==> src/rtl/instr_fetch_unit.sv <==
// Instruction fetch unit: fetches one 16-bit word per request over a req/rdy handshake into IR and maintains the PC.
// Latency: Fetch sampled at edge N -> MemReq in cycle N+1 -> IRValid in cycle N+2 (plus one per memory wait cycle).
// Backpressure: memory stalls via MemRdy=0 (holds in WAIT); Stall=1 suppresses new fetches only.
//
// Ports:
//   CLK, Reset            clock, asynchronous active-high reset
//   Fetch, Stall          fetch request and fetch inhibit (sampled in IDLE/DONE)
//   PCWrite, PCIn         branch/jump PC load (honoured in IDLE/DONE only)
//   MemReq, MemAddr       memory read request and address (= PC)
//   MemRdy, MemData       memory data valid and instruction word
//   PC, Opcode, Imm       program counter and IR fields (IR[15:12], IR[11:0])
//   IRValid               one-cycle pulse when IR holds a newly fetched instruction
//   Busy                  fetch in progress (REQ or WAIT)
//   FetchErr              one-cycle pulse on timeout abort
//
// Build option: define FETCH_TIMEOUT_EN to abort fetches whose memory never responds
// (TIMEOUT_CYC WAIT cycles). Without it WAIT holds indefinitely and FetchErr is tied low.

module instr_fetch_unit #(
  parameter int unsigned           DATA_W      = 16,
  parameter int unsigned           IMM_W       = 12,
  parameter int unsigned           OP_W        = 4,
  parameter logic [DATA_W-1:0]     PC_RESET    = '0,
  parameter int unsigned           TIMEOUT_CYC = 15
) (
  input  logic              CLK,
  input  logic              Reset,
  input  logic              Fetch,
  input  logic              Stall,
  input  logic              PCWrite,
  input  logic [DATA_W-1:0] PCIn,
  input  logic              MemRdy,
  input  logic [DATA_W-1:0] MemData,
  output logic              MemReq,
  output logic [DATA_W-1:0] MemAddr,
  output logic [DATA_W-1:0] PC,
  output logic [OP_W-1:0]   Opcode,
  output logic [IMM_W-1:0]  Imm,
  output logic              IRValid,
  output logic              Busy,
  output logic              FetchErr
);

  localparam logic [1:0] S_IDLE = 2'd0;
  localparam logic [1:0] S_REQ  = 2'd1;
  localparam logic [1:0] S_WAIT = 2'd2;
  localparam logic [1:0] S_DONE = 2'd3;

  localparam logic [DATA_W-1:0] PC_ONE = {{(DATA_W-1){1'b0}}, 1'b1};

  logic [1:0]        state;
  logic [DATA_W-1:0] pc_q;
  logic [DATA_W-1:0] ir_q;
  logic              timeout_hit;

`ifdef FETCH_TIMEOUT_EN
  localparam logic [3:0] TO_LAST = 4'(TIMEOUT_CYC - 1);

  logic [3:0] to_cnt;
  logic       err_q;

  // The counter value after this WAIT cycle would equal TIMEOUT_CYC.
  assign timeout_hit = (state == S_WAIT) && !MemRdy && (to_cnt == TO_LAST);

  always_ff @(posedge CLK or posedge Reset) begin
    if (Reset) begin
      to_cnt <= 4'd0;
      err_q  <= 1'b0;
    end else begin
      err_q <= 1'b0;
      if (state == S_REQ) begin
        to_cnt <= 4'd0;
      end else if (state == S_WAIT && !MemRdy) begin
        if (timeout_hit) err_q <= 1'b1;
        else             to_cnt <= to_cnt + 4'd1;
      end
    end
  end

  assign FetchErr = err_q;
`else
  logic unused_timeout_cfg;
  assign unused_timeout_cfg = ^TIMEOUT_CYC;
  assign timeout_hit        = 1'b0;
  assign FetchErr           = 1'b0;
`endif

  always_ff @(posedge CLK or posedge Reset) begin
    if (Reset) begin
      state <= S_IDLE;
      pc_q  <= PC_RESET;
      ir_q  <= '0;
    end else begin
      case (state)
        S_IDLE: begin
          // A branch load takes priority; a coincident Fetch is dropped.
          if (PCWrite)               pc_q  <= PCIn;
          else if (Fetch && !Stall)  state <= S_REQ;
        end
        S_REQ, S_WAIT: begin
          // MemRdy on the expiry cycle still captures normally.
          if (MemRdy) begin
            ir_q  <= MemData;
            pc_q  <= pc_q + PC_ONE;
            state <= S_DONE;
          end else if (timeout_hit) begin
            state <= S_IDLE;
          end else begin
            state <= S_WAIT;
          end
        end
        S_DONE: begin
          if (PCWrite) begin
            pc_q  <= PCIn;
            state <= S_IDLE;
          end else if (Fetch && !Stall) begin
            state <= S_REQ;
          end else begin
            state <= S_IDLE;
          end
        end
        default: state <= S_IDLE;
      endcase
    end
  end

  // Outputs decode the state register directly, so MemReq falls as soon as Reset is asserted.
  assign MemReq  = (state == S_REQ) || (state == S_WAIT);
  assign Busy    = MemReq;
  assign IRValid = (state == S_DONE);
  assign MemAddr = pc_q;
  assign PC      = pc_q;
  assign Opcode  = ir_q[DATA_W-1:IMM_W];
  assign Imm     = ir_q[IMM_W-1:0];

endmodule
==> config.mk <==
export PLATFORM = sky130hd
export DESIGN_NAME = instr_fetch_unit
export DESIGN_NICKNAME = d
export VERILOG_FILES = /design/src/rtl/instr_fetch_unit.sv
export SDC_FILE = /design/constraint.sdc
export NUM_CORES = 1
export LEC_CHECK = 0
export BUFFER_PORTS_ARGS = -buffer_cell sky130_fd_sc_hd__buf_2
export CAP_MARGIN = 15
export CORE_ASPECT_RATIO = 1.25
export CORE_MARGIN = 3
export CORE_UTILIZATION = 49
export CTS_CLUSTER_DIAMETER = 30
export DETAILED_ROUTE_END_ITERATION = 10
export PLACE_DENSITY = 0.88
export RECOVER_POWER = 25
export SKIP_LAST_GASP = 1
export SLEW_MARGIN = 20
export SYNTH_ARGS = -nofsm -noshare
export SYNTH_HDL_FRONTEND = slang
export SYNTH_SLANG_ARGS = --single-unit
==> constraint.sdc <==
create_clock -name CLK -period 3.03 [get_ports CLK]
set_clock_uncertainty 0.2 [all_clocks]
set_input_delay 0.303 -clock CLK [delete_from_list [all_inputs] [get_ports CLK]]
set_output_delay 0.303 -clock CLK [all_outputs]
set_load 0.01 [all_outputs]
### Word-level counts from Yosys, hierarchy flattened

Index checks and enable logic that the tools add are counted.

| cells by class | value |
|---|---|
| add/sub/neg operators | 1 |
| equal/unequal tests | 7 |
| mux-type cells | 9 |
| reduce and logical (&&, ||, !) cells | 9 |

Operator list:

| cell | count |
|---|---|
| two-way mux 16 bit | 2 |
| one-hot mux 16 bit (2 select lines) | 1 |
| adder 16 x 1 -> 16 bit (second input constant) | 1 |
| != test 2 bit (second input constant) | 3 |
| one-hot mux 2 bit (3 select lines) | 1 |
| AND reduction 2 bit | 3 |
| == test 2 bit (second input constant) | 2 |
| two-way mux 2 bit | 2 |
| OR reduction 2 bit | 2 |
| two-way mux 1 bit | 3 |
| == test 2 x 1 -> 1 bit (second input constant) | 1 |
| logical NOT 2 bit | 1 |
| != test 2 x 1 -> 1 bit (second input constant) | 1 |
| logical AND 1 bit | 1 |
| logical NOT 1 bit | 1 |
| logical OR 1 bit | 1 |

| storage, ports and cells | value |
|---|---|
| flip-flop bits (word level) | 34 |
| input bits | 38 |
| output and inout bits | 52 |
| logic and storage cells | 29 |

### Longest topological paths before layout

| logic depth | value |
|---|---|
| word-level depth | 5 |
| mapped depth | 8 |
| depth with buffers taken out | 6 |

### Worst setup path before layout

No wires, ideal clock.

| timing path | value |
|---|---|
| path type | register -> register |
| start point | reg state[0] |
| end point | reg ir_q[0] |
| setup time | 125 ps |
| arrival | 1777 ps |
| required time | 2705 ps |
| slack | 928 ps |
| cell stages (with the launch flop) | 7 |
| period minus slack after synthesis | 2102 ps |
| path through | dfrtp_1 inv_1 ha_1 and2_1 buf_2 buf_1 mux2_2 |

| on the way | value |
|---|---|
| word-level cells in the longest chain between the ends | 3 |
| elaborated cells on any way between the ends | 4 |
| classes of those cells | eq/ne (2); reduce/logical (2) |

Ends and longest elaborated chain:

| item | line | text |
|---|---|---|
| start, declared | 51 | `logic [1:0] state;` |
| start signal, assigned | 90 | `state <= S_IDLE;` |
| start signal, assigned | 98 | `else if (Fetch && !Stall) state <= S_REQ;` |
| start signal, assigned | 105 | `state <= S_DONE;` |
| == test 2 x 1 -> 1 bit or == test 2 bit (tied branches) | 94 | `case (state)` |
| OR reduction 2 bit (*) | 94 |  |
| AND reduction 2 bit (no line) (*) | - |  |
| end signal, assigned | 103 | `ir_q <= MemData;` |
| end, declared | 53 | `logic [DATA_W-1:0] ir_q;` |

Every way passes the cells marked *; elsewhere a longest branch is shown, timed or not.
A chain may end at the register's enable or synchronous reset.

### Worst setup path in the final report

| timing path | value |
|---|---|
| start point | reg state[1] |
| end point | reg pc_q[12], in the netlist MemAddr[12] |

| on the way | value |
|---|---|
| word-level cells in the longest chain between the ends | 4 |
| elaborated cells on any way between the ends | 10 |
| classes of those cells | eq/ne (5); mux (1); reduce/logical (4) |

Ends and longest elaborated chain:

| item | line | text |
|---|---|---|
| == test 2 x 1 -> 1 bit (tied with other cells) | 94 |  |
| OR reduction 2 bit (on tied branches) | - |  |
| != test 2 bit (no line) or != test 2 x 1 -> 1 bit (tied branches) | - |  |
| AND reduction 2 bit (no line) | - |  |
| end signal, assigned | 97 | `if (PCWrite) pc_q <= PCIn;` |
| end signal, assigned | 104 | `pc_q <= pc_q + PC_ONE;` |
| end signal, assigned | 114 | `pc_q <= PCIn;` |
| end, declared | 52 | `logic [DATA_W-1:0] pc_q;` |

Parallel ways exist; a longest one is shown, timed or not.

==> impl_metrics.toml <==
[outcome]
status = "completed"

[finish]
final_net_count = 285
n_antenna_cell = 0
fill_cells = 259
drive_gt1_share_pct = 48.8
syn2layout_area_growth_pct = 24.8
multi_input_area_sq_um = 761
regArea_sq_um = 851

[setup_path]
cp_slowest_cell = "ha_1"
crit_type = "reg2reg"
slowest_delay_ns = 0.52
r2r_setup_slack_ns = 0.77
crit_chain = "inv_1 -> ha_1 -> and3_1 -> nand2_1 -> o211ai_1 -> o311ai_0"
crit_arrival_ns = 2.20
crit_path_end_kind = "register"
cp_max_fo = 14
worst_setup_path_start_kind = "register"
rr_endpoint = "MemAddr[12]"
r2r_cells = 6
endpoint = "MemAddr[12]"
timing.rr.start = "state[1]"
critical_path_required_ns = 2.97
cp-startpoint = "state[1]"

[logic_synthesis]
yosysSeqAreaShare_pct = 47.6
syn-num-nets = 211
synth_largest_area_cell = "dfrtp_1"
syn-cell-area_sq_um = 1790
yosysWarnings = 0
synth.distinct_cells = 40
avgSynthCellArea_sq_um = 10.6
synthFlopType = "dfrtp_1"
synthTopCellsByCount = "dfrtp_1, buf_4, mux2_2, nand2_1, nor2_1"
syn_inst = 169
ys_ff_latch = 34
yosysMostFrequentCell = "dfrtp_1"
async_flop_share_pct = 100
synth_edf_count = 0
synth.area.top_cells = "dfrtp_1, mux2_2, buf_4"
yosys.area.top_type_share_pct = 47.6

[routing]
drt_iter0_drc = 54
routedWlPerCell_um = 15.1
first_pass_iters = 4
viasPerCell = 5.53
num_vias = 1553
drc = 0
routed_wl_um = 4240
ant_nets = 0

[timing]
max_freq_ghz = 0.442
rsz0062_at_grt = "no"
tightestPinTransition_ns = 0.772
setup_viol = 0
holdWs_ns = 0.0364
relSlewSlack_pct = 48.4
min_period_ns = 2.26
period_share_pct = 74.7
final-hold-violation-count = 0
slew_viol_final = 0
tns_ns = 0

[floorplan]
die_y_um = 73.6
initial_utilization_pct = 53.1
io_pins = 90
die_area_sq_um = 4420
die_width_um = 60.0
core-area_sq_um = 3370
rows = 23

[global_route]
grt_first_pass_wirelength_um = 6600
grt_max_degree = 35
grt_use_total_pct = 20.2
overflow = 0
first_global_vias = 1469
antenna_found_initial = 0

[place]
io_buffers = 88
place_hpwl_um = 3090
gp_congestion = 0.746

[clock_tree]
cts_buffers = 5
clk_pin_slew_worst_paths_ns = 0.07
cts_max_level = 2
cts_buffer_depth = 2
cts_tree = "built"
post_cts_resized = 0
cts_sinks = 34
insertion_delay_ns = 0.28
clock-root-buffer = "clkbuf_8"

[worst_hold_path]
min-delay-path-class = "in2reg"

[job]
cap_violations = 0

[power]
power_density_nw_per_um2 = 1160
power.leakage_nw = 1.09
ir_worst_vdd_v = 0.000787
power_w = 0.00260
-- through the flow --
step / cells / util [%] / worst slack (ns) / cell area (sq um)
floorplan: 169 / - / 0.928 / 1790
global placement: 272 / 63.3 / 0.927 / 2130
detailed placement: 272 / 63.3 / 0.805 / 2130
CTS: 281 / 66.3 / 0.784 / 2230
global route: 281 / 66.3 / 0.572 / 2230
finish: 281 / 66.3 / 0.768 / 2230
-- power by group --
part           switching [W]  internal (W)  total [W]
clock network       0.000156      0.000183   0.000339
logic               0.000711      0.000611    0.00132
registers           0.000242      0.000693   0.000935
-- flip-flops by register name, indices dropped and copies added, names as in the netlist --
signal / count
state: 2
ir_q: 16
MemAddr: 16
-- kinds of logic after synthesis --
family / synth area share, %
multiplexers: 11.7
AO/OA/AOI/OAI: 11.9
AND/OR/NAND/NOR: 15.9
other: 0.210
flip-flops: 47.6
buffers and inverters: 9.93
adder cells (fa/ha/maj): 2.80
-- placed cells by master (no fill, tap or decap), drive strengths merged, types with 4 or more instances in the layout --
cell / synthesis / layout
nor2: 12 / 12
dfrtp: 34 / 34
ha: 4 / 4
nand3: 7 / 7
inv: 5 / 5
mux2: 16 / 16
o211ai: 4 / 4
nand2: 12 / 12
a211oi: 5 / 5
nand4: 4 / 4
clkbuf: 4 / 7
buf: 20 / 90
o21ai: 4 / 4
-- layer usage --
metal | track usage [%] | vias up | part of all wire, %
li1 | - | 744 | -
met1 | 23.0 | 720 | 38
met2 | 33.7 | 80 | 49
met3 | 6.68 | 9 | 11
met4 | 9.11 | 0 | 1.6
met5 | 0 | - | 0
-- worst max-delay path: cells and delay by family, from the launching register on --
family          cells  cell delay (ns)
compound gates      2             0.39
fa+ha+maj           1             0.52
buf+inv             1             0.08
flops               1             0.36
simple gates        2             0.57
-- how the worst min path moves through the flow --
stage / depth (start not counted) / slack [ns] / to / startpoint
3_5_place_dp: 3 / 0.22 / ir_q[7] / Reset
6_report: 2 / 0.04 / MemAddr[8] / PCIn[8]
2_1_floorplan: 1 / 0.23 / MemAddr[8] / PCIn[8]
5_1_grt: 2 / 0.03 / MemAddr[8] / PCIn[8]
4_1_cts: 3 / 0.04 / MemAddr[10] / PCIn[10]
3_3_place_gp: 3 / 0.21 / ir_q[8] / Reset
-- area by class of cell --
cell class	instances	share of cell area, %
Clock buffer	7	3.87
Clock inverter	1	0.224
Inverter	5	0.840
Multi-Input combinational cell	106	34.1
Sequential cell	34	38.1
Tap cell	37	2.07
Timing Repair Buffer	91	20.8
-- what timing repair did --
item,CTS,global route
endpoints found under the hold margin,34,0
buffers inserted,0,0
hold buffers,1,0
endpoints found under the setup margin,0,0
No activity file was read; power rests on OpenSTA's default activity.
